[config.mk]
export PLATFORM = sky130hd
export DESIGN_NAME = trap_controller
export DESIGN_NICKNAME = d
export VERILOG_FILES = /design/src/rtl/trap_controller.sv
export SDC_FILE = /design/constraint.sdc
export NUM_CORES = 1
export LEC_CHECK = 0
export BUFFER_PORTS_ARGS = -buffer_cell sky130_fd_sc_hd__buf_2
export CORE_ASPECT_RATIO = 0.7
export CORE_UTILIZATION = 30
export CTS_CLUSTER_DIAMETER = 150
export CTS_CLUSTER_SIZE = 12
export DETAILED_ROUTE_END_ITERATION = 16
export GPL_TIMING_DRIVEN = 0
export PLACE_DENSITY_LB_ADDON = 0.05
export SYNTH_ARGS = -nofsm -noshare
export SYNTH_HDL_FRONTEND = slang
export SYNTH_SLANG_ARGS = --single-unit
export TNS_END_PERCENT = 30
[constraint.sdc]
create_clock -name clk -period 1.8 [get_ports clk]
set_input_delay 0.36 -clock clk [delete_from_list [all_inputs] [get_ports clk]]
set_output_delay 0.36 -clock clk [all_outputs]
set_load 0.005 [all_outputs]
[src/rtl/trap_controller.sv]
// ---------------------------------------------------------------------------
// trap_controller
//
// Execute-stage controller for a single-issue core. It sequences the
// multi-cycle operations (LSU access, jump, taken branch) and arbitrates
// traps: ecall, illegal instruction, LSU error, LSU timeout and NUM_IRQ
// prioritised interrupts. A trap selects PC_EXCEPTION, requests an EPC save
// and drives the trap-table target, which is either one entry per cause
// (vectored) or a single shared entry (direct). ebreak parks the controller
// in an absorbing HALT state that only a reset leaves.
//
// Ports
//   clk             clock
//   rst_n           synchronous active-low reset
//   inst_valid_i    decoded instruction valid
//   jump_inst_i     instruction is a jump
//   branch_inst_i   instruction is a conditional branch
//   ecall_inst_i    instruction is ecall
//   ebreak_inst_i   instruction is ebreak
//   mret_inst_i     instruction is mret
//   illegal_inst_i  decoder flagged an illegal instruction
//   comp_result_i   branch condition true (branch taken)
//   lsu_en_i        instruction uses the LSU
//   lsu_done_i      LSU access complete
//   lsu_err_i       LSU access error
//   irq_i           level interrupt requests
//   irq_en_i        per-line interrupt enables (mie)
//   global_ie_i     global interrupt enable (mstatus.MIE)
//   rf_wen_o        register file write permitted
//   retire_o        instruction retires this cycle
//   pc_mux_sel_o    PC source: branch/jump, exception or EPC
//   exc_pc_o        trap target address
//   save_epc_o      latch EPC this cycle
//   target_valid_o  PC target valid this cycle
//   irq_ack_o       one-hot acknowledge of the interrupt being taken
//   mcause_o        cause of the most recent trap (registered)
//   halt_o          core halted (registered)
//   cycle_count_o   cycles spent in MULTI_CYCLE (registered, saturating)
// ---------------------------------------------------------------------------
module trap_controller #(
    parameter int                    ADDR_WIDTH  = 32,
    parameter int                    NUM_IRQ     = 4,
    parameter logic [ADDR_WIDTH-1:0] VEC_BASE    = '0,
    parameter bit                    VECTORED    = 1'b1,
    parameter int                    LSU_TIMEOUT = 16,
    parameter int                    CNT_W       = 5
) (
    input  logic                  clk,
    input  logic                  rst_n,
    input  logic                  inst_valid_i,
    input  logic                  jump_inst_i,
    input  logic                  branch_inst_i,
    input  logic                  ecall_inst_i,
    input  logic                  ebreak_inst_i,
    input  logic                  mret_inst_i,
    input  logic                  illegal_inst_i,
    input  logic                  comp_result_i,
    input  logic                  lsu_en_i,
    input  logic                  lsu_done_i,
    input  logic                  lsu_err_i,
    input  logic [NUM_IRQ-1:0]    irq_i,
    input  logic [NUM_IRQ-1:0]    irq_en_i,
    input  logic                  global_ie_i,
    output logic                  rf_wen_o,
    output logic                  retire_o,
    output logic [1:0]            pc_mux_sel_o,
    output logic [ADDR_WIDTH-1:0] exc_pc_o,
    output logic                  save_epc_o,
    output logic                  target_valid_o,
    output logic [NUM_IRQ-1:0]    irq_ack_o,
    output logic [5:0]            mcause_o,
    output logic                  halt_o,
    output logic [CNT_W-1:0]      cycle_count_o
);

    // PC mux encodings shared with the fetch-stage PC multiplexer.
    localparam logic [1:0] PC_BRANCH_JUMP = 2'd0;
    localparam logic [1:0] PC_EXCEPTION   = 2'd1;
    localparam logic [1:0] PC_EPC         = 2'd2;

    // Trap cause codes.
    localparam logic [5:0] CAUSE_ECALL    = 6'd1;
    localparam logic [5:0] CAUSE_ILLEGAL  = 6'd2;
    localparam logic [5:0] CAUSE_LSU_ERR  = 6'd4;
    localparam logic [5:0] CAUSE_LSU_TOUT = 6'd5;
    localparam logic [5:0] CAUSE_IRQ_BASE = 6'd16;

    localparam logic [CNT_W-1:0] CNT_MAX     = '1;
    localparam logic [CNT_W-1:0] TIMEOUT_CNT = CNT_W'(LSU_TIMEOUT);
    localparam bit               TIMEOUT_EN  = (LSU_TIMEOUT != 0);

    typedef enum logic [1:0] {
        IDLE        = 2'd0,
        MULTI_CYCLE = 2'd1,
        HALT        = 2'd2
    } state_t;

    state_t           state_q, state_d;
    logic [5:0]       mcause_q;
    logic             halt_q;
    logic [CNT_W-1:0] cnt_q;

    logic             trap;
    logic [5:0]       trap_code;

    // ------------------------------------------------------------------
    // Interrupt qualification and lowest-index-first priority encoding
    // ------------------------------------------------------------------
    logic [NUM_IRQ-1:0] irq_pend;
    logic               irq_hit;
    logic [3:0]         irq_idx;

    generate
        for (genvar gi = 0; gi < NUM_IRQ; gi++) begin : g_irq_pend
            assign irq_pend[gi] = irq_i[gi] & irq_en_i[gi] & global_ie_i;
        end
    endgenerate

    // Scanning from the top down lets the lowest pending index overwrite
    // any higher one, so it wins.
    always_comb begin
        irq_hit = 1'b0;
        irq_idx = '0;
        for (int k = NUM_IRQ - 1; k >= 0; k--) begin
            if (irq_pend[k]) begin
                irq_hit = 1'b1;
                irq_idx = 4'(k);
            end
        end
    end

    // The timeout fires on the cycle the counter reaches the limit while
    // the LSU is still busy.
    logic timeout_hit;
    assign timeout_hit = TIMEOUT_EN && (cnt_q == TIMEOUT_CNT);

    // ------------------------------------------------------------------
    // Next state and combinational outputs
    // ------------------------------------------------------------------
    always_comb begin
        state_d        = state_q;
        trap           = 1'b0;
        trap_code      = '0;
        rf_wen_o       = 1'b0;
        retire_o       = 1'b0;
        pc_mux_sel_o   = PC_BRANCH_JUMP;
        exc_pc_o       = '0;
        save_epc_o     = 1'b0;
        target_valid_o = 1'b0;
        irq_ack_o      = '0;

        unique case (state_q)
            IDLE: begin
                if (inst_valid_i) begin
                    if (irq_hit) begin
                        // Interrupts pre-empt even an LSU or jump instruction.
                        trap      = 1'b1;
                        trap_code = CAUSE_IRQ_BASE + {2'b00, irq_idx};
                        irq_ack_o = NUM_IRQ'(1) << irq_idx;
                    end else if (lsu_en_i && lsu_err_i) begin
                        trap      = 1'b1;
                        trap_code = CAUSE_LSU_ERR;
                    end else if (lsu_en_i) begin
                        state_d = MULTI_CYCLE;
                    end else if (jump_inst_i) begin
                        rf_wen_o = 1'b1;
                        state_d  = MULTI_CYCLE;
                    end else if (branch_inst_i) begin
                        rf_wen_o = 1'b1;
                        if (comp_result_i) begin
                            state_d = MULTI_CYCLE;
                        end else begin
                            retire_o = 1'b1;
                        end
                    end else if (mret_inst_i) begin
                        pc_mux_sel_o   = PC_EPC;
                        target_valid_o = 1'b1;
                        retire_o       = 1'b1;
                    end else if (ecall_inst_i) begin
                        trap      = 1'b1;
                        trap_code = CAUSE_ECALL;
                    end else if (illegal_inst_i) begin
                        trap      = 1'b1;
                        trap_code = CAUSE_ILLEGAL;
                    end else if (ebreak_inst_i) begin
                        state_d = HALT;
                    end else begin
                        rf_wen_o = 1'b1;
                        retire_o = 1'b1;
                    end
                end
            end

            MULTI_CYCLE: begin
                // Interrupts are deliberately not sampled here; they stay
                // pending and are taken once back in IDLE.
                if (inst_valid_i) begin
                    if (lsu_en_i) begin
                        if (!lsu_done_i) begin
                            if (timeout_hit) begin
                                trap      = 1'b1;
                                trap_code = CAUSE_LSU_TOUT;
                                state_d   = IDLE;
                            end
                        end else begin
                            // A late error alongside completion is dropped.
                            rf_wen_o = 1'b1;
                            retire_o = 1'b1;
                            state_d  = IDLE;
                        end
                    end else if (jump_inst_i || branch_inst_i) begin
                        target_valid_o = 1'b1;
                        rf_wen_o       = 1'b1;
                        retire_o       = 1'b1;
                        state_d        = IDLE;
                    end else begin
                        // Nothing left to wait for: drop back without retiring.
                        state_d = IDLE;
                    end
                end
            end

            HALT: begin
                state_d = HALT;
            end

            default: begin
                state_d = IDLE;
            end
        endcase

        if (trap) begin
            pc_mux_sel_o   = PC_EXCEPTION;
            target_valid_o = 1'b1;
            save_epc_o     = 1'b1;
            rf_wen_o       = 1'b0;
            retire_o       = 1'b0;
            exc_pc_o       = VECTORED ? (VEC_BASE + ADDR_WIDTH'({trap_code, 2'b00}))
                                      : VEC_BASE;
        end
    end

    // ------------------------------------------------------------------
    // State and registered outputs
    // ------------------------------------------------------------------
    always_ff @(posedge clk) begin
        if (!rst_n) begin
            state_q  <= IDLE;
            mcause_q <= '0;
            halt_q   <= 1'b0;
            cnt_q    <= '0;
        end else begin
            state_q <= state_d;
            if (trap) begin
                mcause_q <= trap_code;
            end
            if (state_d == HALT) begin
                halt_q <= 1'b1;
            end
            if (state_d == MULTI_CYCLE) begin
                if (cnt_q != CNT_MAX) begin
                    cnt_q <= cnt_q + 1'b1;
                end
            end else if (state_d == IDLE) begin
                cnt_q <= '0;
            end
        end
    end

    assign mcause_o      = mcause_q;
    assign halt_o        = halt_q;
    assign cycle_count_o = cnt_q;

endmodule

# == Yosys cells after proc, flatten, opt, wreduce, memory -nomap -nowiden ==
# Cells that the tools add are included.
# totals
output_inout_bits,54
reg_bits,14
word_cells,134
inputBits,22
# op_classes
eq_ne,7
shifts,1
muxes,106
addsub,2
n_reduce_logical,6
bitwise_logic,8
# ops
operator,n
$mux W2,31
$mux W1,52
$mux W4,6
$mux W3,5
$mux W5,3
$mux W6,2
$pmux W6 S2,1
$and A1 B1 Y1,8
$mux W8,1
$pmux W1 S2,4
$add A5 B4 Y6 const A,1
$pmux W2 S3,1
$add A5 B1 Y5 const B,1
$eq A5 B5 Y1 const B,1
$ne A5 B5 Y1 const B,1
$eq A2 B1 Y1 const B,2
$eq A2 B2 Y1 const B,2
$logic_not A2 Y1,2
$shl A1 B4 Y4 const A,1
$ne A2 B1 Y1 const B,1
$reduce_and A2 Y1,1
$reduce_bool A2 Y1,1
$logic_and A1 B1 Y1,1
$logic_or A1 B1 Y1,1

# == Depth between registers and ports, before layout ==
# Gate-level depths: netlist (run 1).
# depth
ltp_word,14
ltp_mapped,8

# == Worst setup path before layout (run 1) ==
# Ideal clock, no wire load.
# synth_timing
path_type,input to output
from,in irq_i[0]
to,out target_valid_o
path_buffers,0
path_slack_ps,38
required_time_ps,1440
cell_stages,5
arrival_ps,1402
path_cell_list,a22o_1 -> o21ai_4 -> nand3_1 -> mux2_2 -> o31ai_1
# synth_between
elab_chain_len,7
# synth_rtl
element,line_no,text
start: declaration,61,"input logic [NUM_IRQ-1:0] irq_i,"
$and A1 B1 Y1 * (2 in a row),115,assign irq_pend[gi] = irq_i[gi] & irq_en_i[gi] & global_ie_i;
$mux W1 *,125,if (irq_pend[k]) begin
$mux W1,155,if (irq_hit) begin
$mux W1,154,if (inst_valid_i) begin
$pmux W1 S2,152,unique case (state_q)
$mux W1 *,232,if (trap) begin
end: declaration,69,"output logic target_valid_o,"
# Every way passes the cells marked *; elsewhere a longest branch is shown, timed or not.

# == Final worst setup path (run 1) ==
# layout_timing
from,in irq_en_i[0]
to,out target_valid_o
# layout_between
elab_chain_len,7
# layout_rtl
element,line_no,text
start: declaration,62,"input logic [NUM_IRQ-1:0] irq_en_i,"
$and A1 B1 Y1 * (2 in a row),115,
$mux W1 *,125,
$mux W1,155,
$mux W1,154,
$pmux W1 S2,152,
$mux W1 *,232,
# Marks and branches as above.

==> results of run 1 <==
## metal layers
layer	GRT usage (%)	vias up	share of wire [%]
met1	19.6	549	49
met2	24.4	52	43
met4	3.21	0	0.44
li1	-	622	-
met3	3.39	2	7.8
met5	0	-	0
## state kept, by name, summed over array words and instances, names as in the netlist
name and count:
state_q 2, halt_o 1, cycle_count_o 5, mcause_o 4
## worst max-delay path: stages
cell     delay (ns)
buf_6          0.09
a22o_4         0.26
o21ai_4        0.18
nand3_2        0.08
mux2_4         0.28
o31ai_2        0.20
buf_2          0.15
## per-stage QoR
step                      power [uW]  hold slack [ns]  util (%)  setup WS (ns)
final                            838            0.407      50.6         -0.163
after global routing             888            0.418      50.6         -0.217
after CTS                        802            0.409      47.3         -0.158
after detailed placement         529            0.452      42.9         -0.279
after global placement           526            0.446      42.9         -0.270
after floorplan                  449            0.464         -         0.0384
## kinds of logic (layout without fill, tap and decap cells)
| group | count (synthesis) | count (layout) | synth area share [%] |
|---|---|---|---|
| AND/OR/NAND/NOR | 56 | 56 | 29.2 |
| buffers and inverters | 35 | 96 | 21.7 |
| AO/OA/AOI/OAI | 31 | 31 | 22.7 |
| flip-flops | 12 | 12 | 20.9 |
| adder cells (fa/ha/maj) | 3 | 3 | 3.26 |
| multiplexers | 2 | 2 | 1.96 |
| other | 1 | 30 | 0.326 |
## path summary, 6_finish.rpt
check                                      start        endpoint  slack (ns)  cells after the start
worst max-delay path                 irq_en_i[0]  target_valid_o       -0.16                      7
worst min-delay path                       rst_n          halt_o        0.41                      2
worst max register to register  cycle_count_o[0]     mcause_o[0]           0                      9
worst min register to register            halt_o          halt_o        0.46                      1
## layout make-up
| type | count | share of cell area (%) |
|---|---|---|
| clock buffer | 3 | 2.27 |
| buffer | 32 | 13.6 |
| multi-input combinational | 122 | 47.6 |
| tap | 50 | 3.43 |
| inverter | 3 | 0.618 |
| timing repair buffer | 58 | 19.1 |
| sequential | 12 | 13.4 |
## cells in the final DEF, fill, tap and decap left out, drive strengths merged, types with 3 or more instances in the layout
cell type / count
nand2: 10
conb: 30
o21ai: 5
nor2b: 5
nor2: 10
buf: 90
a21oi: 7
nand2b: 6
a21o: 3
ha: 3
dfxtp: 12
nand3: 5
a22o: 6
nor3: 3
inv: 3
clkbuf: 3
## report_power, final
part	internal, uW	switching (uW)
sequential	275	4.75
combinational	169	152
clock	147	90.3
total	591	247
## timing repair
| item | in CTS | in global routing |
|---|---|---|
| pin swaps | 11 | 7 |
| resized for setup | 21 | 16 |
| endpoints found under the setup margin | 9 | 14 |
| setup buffers | 9 | 4 |
| cloned | 0 | 0 |
==> run metrics, run 1 <==
number of synthesized flops with an enable pin=0; sequential area share after synthesis=20.9%; TritonCTS buffer count=3; GRT overflow=0; Post-layout nets=257; Hold Path Class=in -> reg; post-synth top area share=between 20% and 30%; Worst setup SP type=primary input; Leak=around 0.00095 uW; I/O pins=76; Post-Route WL=3200 microns; TritonCTS clock tree=done; multi-input logic area=around 870 sq um; Initial Util=a little under a third; Synth Flop Type=dfxtp_1; fin worst setup slack=-0.163 ns; largest net degree at the start of global routing=11; global-route wire length before repair=about 4800 microns; Cell Area, Placed=approximately 1500 sq um; drt wl/cell=11.4 microns; Die Area=between 4000 and 5000 sq um; WS Path Type=in -> out; Final Slew Violations=0; Achievable Freq=0.509 GHz; failing checks=negative setup slack; ANT cells=0; pwr/cell area=460 nW/um^2; GP Congestion=between 0.7 and 0.8; CORE AREA=3600 sq um; layout cells sized above 1=between 50 and 60%; Syn Area/Cell=around 8 sq um; Clock transition at path regs=roughly 0.05 ns; vias in the first global route=1058; Die W=around 76 microns; # setup viols final=8; Rows=18; DIE HEIGHT=about 54 microns; Synth Warn #=0; Iter 0 DRT Violations=62; register area=between 200 and 250 sq um; H-tree Lvls=1; Final Cycle Share=109%; Syn Inst Count=140; Pre-Repair DR Iteration Count=4; HPWL after detailed placement=about 2400 microns; setup TNS=-0.640 ns; worst skew pair latency=roughly 0.23 ns; WP data arrival=about 1.6 ns; min cycle time layout=1.96 ns; count leader, synth=buf_4; Final Instance Area=around 1800 sq um; leading area contributor after synthesis=dfxtp_1; Peak VDD IR=0.351 mV; Critical Path Sink Type=primary output; initial antenna violation count=0; ys async rst share=0%; DRC violations left=0; Seq cells post-synth=12; crit path max fanout=3; post-route ant nets=0; clock sinks=12; worst endpoint required time=around 1.4 ns; Via density=approximately 4.4; root buf cell=clkbuf_8; synth cell count leaders=buf_4, dfxtp_1, nand2_1, nor2_1, a21oi_1; Post-Syn Area=between 1000 and 1500 sq um; final hold violations=0; clock skew=between 0.002 and 0.0025 ns; Layout fillers=357; total of max-cap violations=0; Synth area leaders=dfxtp_1, buf_4, ha_1, nand2_1, nand2b_1; Post-Layout Cell Count=280; synth-to-layout area growth=58.4%; Placed Cells=roughly 260; count of different cell masters after synthesis=between 40 and 50; clock buffer depth=2; outcome=finished with violations; total number of vias=about 1200; PortBufs=45; CTS Hold Bufs=0; RSZ-0062 raised after global routing=yes; GRT Overall Usage=approximately 15%
Power figures use the tool's default switching activity.
==> run 2: changes to the inputs <==
Settings changed: CORE_UTILIZATION 30 to 42.
==> run 2 against run 1 <==
  * The run still ends with negative setup slack left
  * Clock skew about the same
  * Maximum frequency down 2.9%
  * Final area down 2.5%
  * Via count about the same
  * Sequential cell count unchanged
  * Global-route usage up 6.7 points
==> run metrics, run 2 (same netlist as run 1, synthesis figures left out) <==
largest net degree at the start of global routing=11; Worst setup SP type=flop; Crit-path slowest cell=dfxtp_4; critical-path cell list=inv_4 -> ha_4 -> and4bb_1 -> nand2b_1 -> a21oi_2 -> nand2_2 -> inv_2 -> buf_6 -> buf_6; total of max-cap violations=0; Design Power=~900 uW; crit path max fanout=3; Hold Path Class=in -> reg; Die Area=just under 3000 sq um; Clock transition at path regs=approximately 0.050 ns; Net Sw Power=264 uW; GRT Overall Usage=approximately a fifth; TritonCTS clock tree=done; Largest register FFs=5; Via density=4.67; layout cells sized above 1=55.3%; commonest non-fill, non-tap cell in the layout=buf_2; GRT met2 Usage=between 30% and 40%; clock buffer depth=2; Final Cycle Share=112%; Internal=between 600 and 700 uW; WS Path Type=reg -> out; slowest stage delay, CP=0.35 ns; most frequent CP cell=buf_6; I/O pins=76; fin worst setup slack=-0.221 ns; clock group share of total power=34.0%; worst skew pair latency=between 0.2 and 0.3 ns; GP Congestion=between 0.7 and 0.8; drt wl/cell=~12 microns; ANT cells=0; HPWL after detailed placement=between 2000 and 2500 microns; post-layout util=between 70% and 80%; global-route wire length before repair=4570 microns; failing checks=negative setup slack; Iter 0 DRT Violations=between 50 and 60; Cell Area, Placed=1530 sq um; GRT overflow=0; Post-Route WL=between 3000 and 4000 microns; Final Instance Area=1780 sq um; DIE HEIGHT=~46 microns; H-tree Lvls=1; CORE AREA=about 2500 sq um; GRT Max-Usage Layer=met2; Final Slew Violations=0; outcome=finished with violations; Post-layout nets=about 250; clock skew=between 0.002 and 0.0025 ns; Rows=15; RSZ-0062 raised after global routing=yes; met3 usage=roughly 5.5%; worst endpoint required time=roughly 1.4 ns; min cycle time layout=2.02 ns; initial antenna violation count=0; final hold violations=0; Achievable Freq=0.495 GHz; M1 GR Usage=about 28%; CP Buf/Inv Count=4; Peak VDD IR=~0.54 mV; Critical Path Sink Type=primary output; vias in the first global route=between 900 and 1000; Leak=0.000933 uW; TritonCTS buffer count=3; combinational fraction of design power=roughly a third; Post-Layout Cell Count=roughly 260; WP data arrival=1.66 ns; Layout fillers=210; pwr/cell area=just over 500 nW/um^2; Placed Cells=around 250; Die W=64.5 microns; Pre-Repair DR Iteration Count=4; CP delay by family, top=simple AND/OR/NAND/NOR gates; Initial Util=a little under half; most frequent cells in the layout=buf_2, buf_4, conb_1; # setup viols final=8; sw frac=between 20% and 30%; clock sinks=12; Seq pwr share=31.3%; root buf cell=clkbuf_8; total number of vias=between 1000 and 1500; synth-to-layout area growth=54.4%; post-route ant nets=0; PortBufs=45; DRC violations left=0
==> run 2: per-stage QoR <==
| stage | setup WS (ns) | hold WS [ns] | setup TNS [ns] |
|---|---|---|---|
| floorplan | 0.0384 | 0.464 | 0 |
| global placement | -0.280 | 0.447 | -1.10 |
| detailed placement | -0.279 | 0.471 | -1.29 |
| CTS | -0.201 | 0.391 | -1.09 |
| global route | -0.303 | 0.410 | -2.16 |
| finish | -0.221 | 0.398 | -1.18 |
==> run 2: layout make-up <==
cell class                      count  area, sq um  area share, %
Multi-Input combinational cell    122          860           48.4
Buffer                             32          248           14.0
Tap cell                           34         42.5           2.40
Sequential cell                    12          246           13.9
Inverter                            3         13.8          0.775
Timing Repair Buffer               55          310           17.5
Clock buffer                        4         55.1           3.10
==> run 2: layer usage <==
metal / vias to the layer above / part of all wire, %
met4: 0 / 1.4
met2: 60 / 44
li1: 617 / -
met5: - / 0
met3: 5 / 8.2
met1: 542 / 47
==> run 2: worst register-to-register path: stages (launching register included) <==
cell	delay, ns
dfxtp_4	0.35
inv_4	0.05
ha_4	0.12
and4bb_1	0.23
nand2b_1	0.13
a21oi_2	0.19
nand2_2	0.11
buf_4	0.15
buf_6	0.12
a2111oi_4	0.27
nor2b_1	0.07
==> run 2: final timing paths <==
path	to	slack (ns)	cells after the start	start
setup / recovery	pc_mux_sel_o[0]	-0.22	9	cycle_count_o[1]
hold / removal	halt_o	0.40	2	rst_n
hold reg to reg	halt_o	0.48	1	halt_o
setup reg to reg	mcause_o[0]	-0.11	10	cycle_count_o[1]
==> run 2: power by group through the flow <==
stage          clock (uW)  combinational, uW  sequential [uW]
4_1_cts               309                273              279
3_3_place_gp            0                237              285
5_1_grt               319                336              281
2_1_floorplan           0                163              286
3_5_place_dp            0                242              285
6_report              303                309              280
==> run 2: timing repair <==
action                     4_1_cts  5_1_grt
setup buffers                    8        2
resized for setup               18       16
pin swaps                        6       13
setup endpoints to repair       10       15
hold buffers                     0        0
==> run 3: changes to the inputs <==
Settings changed: SETUP_SLACK_MARGIN from default to 0.2.
==> run 3 against run 2 <==
  * The flow still finishes with violations (negative setup slack)
  * Hold slack improved by 0.0065 ns
  * Sequential share of layout area fell by 1.1 points
  * Clock-buffer cell count fell by 1
  * Sequential power barely moved
  * Register-to-register slack improved by 0.07 ns
  * Critical path type unchanged
==> run metrics, run 3 (same netlist as run 1, synthesis figures left out) <==
global-route wire length before repair=about 4700 microns; worst skew pair latency=between 0.2 and 0.3 ns; Clock transition at path regs=0.05 ns; worst endpoint required time=between 1 and 1.5 ns; pwr/cell area=about 460 nW/um^2; fin worst setup slack=-0.197 ns; Layout fillers=around 190; Peak VDD IR=between 0.3 and 0.4 mV; clock sinks=12; WHS=between 0.4 and 0.5 ns; Achievable Freq=around 0.50 GHz; GP Congestion=about 0.75; root buf cell=clkbuf_8; TritonCTS clock tree=done; GRT overflow=0; Die Area=slightly below 3000 sq um; HPWL after detailed placement=around 2300 microns; Final Slew Violations=0; DRC violations left=0; drt wl/cell=13.5 microns; Cell Area, Placed=1540 sq um; initial antenna violation count=0; Pre-Repair DR Iteration Count=4; Final Cycle Share=111%; Post-layout nets=263; clock buffer depth=2; failing checks=negative setup slack; Worst setup SP type=flop; Initial Util=approximately 45%; Die W=between 60 and 70 microns; Iter 0 DRT Violations=38; outcome=finished with violations; critical-path cell list=inv_2 -> ha_4 -> and4bb_1 -> nand2b_1 -> nor2_2 -> or3_1 -> buf_2; Largest register FFs=5; vias in the first global route=about 1000; crit path max fanout=3; total number of vias=roughly 1300; post-route ant nets=0; Crit-path slowest cell=dfxtp_2; CTS Hold Bufs=0; Final Instance Area=around 1900 sq um; ANT cells=0; Leak=around 0.00099 uW; # setup viols final=8; Critical Path Sink Type=primary output; GRT Overall Usage=a little over a fifth; TritonCTS buffer count=3; largest net degree at the start of global routing=11; H-tree Lvls=1; Via density=slightly below 5; layout cells sized above 1=roughly 60%; commonest non-fill, non-tap cell in the layout=buf_4; PortBufs=45; RSZ-0062 raised after global routing=yes; final hold violations=0; slowest stage delay, CP=0.34 ns; synth-to-layout area growth=65.6%; WS Path Type=reg -> out; multi-input logic area=approximately 930 sq um; total of max-cap violations=0; I/O pins=76; CORE AREA=2530 sq um; clock skew=0.00502 ns; most frequent cells in the layout=buf_4, buf_2, conb_1; WP data arrival=1.64 ns; Rows=15; min cycle time layout=2.00 ns; DIE HEIGHT=between 40 and 50 microns; Hold Path Class=in -> reg; Post-Route WL=between 3000 and 4000 microns; register area=approximately 240 sq um
-- run 3: changes by cell type in the layout (fill, tap and decap cells not counted), sizes merged --
cell	change
buf	+9
clkbuf	-1
-- run 3: metrics by stage --
stage / total power, uW / setup TNS, ns / std cells / setup slack, ns / utilization, %
after global routing: 926 / -1.72 / 270 / -0.268 / 75.2
after floorplan: 451 / 0 / 169 / 0.0686 / -
after global placement: 525 / -1.02 / 248 / -0.249 / 60.6
final: 879 / -1.15 / 270 / -0.197 / 75.2
after detailed placement: 530 / -1.22 / 248 / -0.271 / 60.6
after CTS: 814 / -0.652 / 261 / -0.183 / 68.4
-- run 3: final cells by class --
cell class / count / area share, %
multi-input combinational: 122 / 48.7
sequential: 12 / 12.8
clock buffer: 3 / 2.17
inverter: 3 / 0.591
buffer: 32 / 13.0
timing repair buffer: 64 / 20.5
tap: 34 / 2.23
-- run 3: path summary, 6_finish.rpt --
check	from	end	slack, ns	depth (start not counted)
setup / recovery	cycle_count_o[0]	exc_pc_o[2]	-0.20	7
hold / removal	rst_n	halt_o	0.40	2
setup reg to reg	cycle_count_o[0]	mcause_o[0]	-0.04	9
hold reg to reg	halt_o	halt_o	0.46	1
-- run 3: where the power goes --
part / switching (uW) / internal, uW / leakage, uW
logic: 168 / 181 / 0.000866
clock network: 102 / 148 / 0.0000216
registers: 5.61 / 275 / 0.0000988
total: 276 / 604 / 0.000986
-- run 3: worst max-delay path, delay by kind of cell, from the launching register on --
kind / cells / cell delay [ns]
adder cells (fa/ha/maj): 1 / 0.14
buffers and inverters: 2 / 0.19
flip-flops: 1 / 0.34
AND/OR/NAND/NOR: 4 / 0.72
-- run 3: repair_timing --
item | 4_1_cts | 5_1_grt
buffers inserted | 10 | 9
pin swaps | 9 | 6
setup endpoints to repair | 20 | 24
gates resized for setup | 24 | 16
-- run 3: layer usage --
| layer | up-vias | GRT usage (%) | part of all wire, % |
|---|---|---|---|
| met5 | - | 0 | 0 |
| met4 | 0 | 8.00 | 1.0 |
| met3 | 5 | 6.25 | 7.8 |
| met2 | 70 | 36.2 | 46 |
| met1 | 634 | 26.3 | 45 |
| li1 | 633 | - | - |
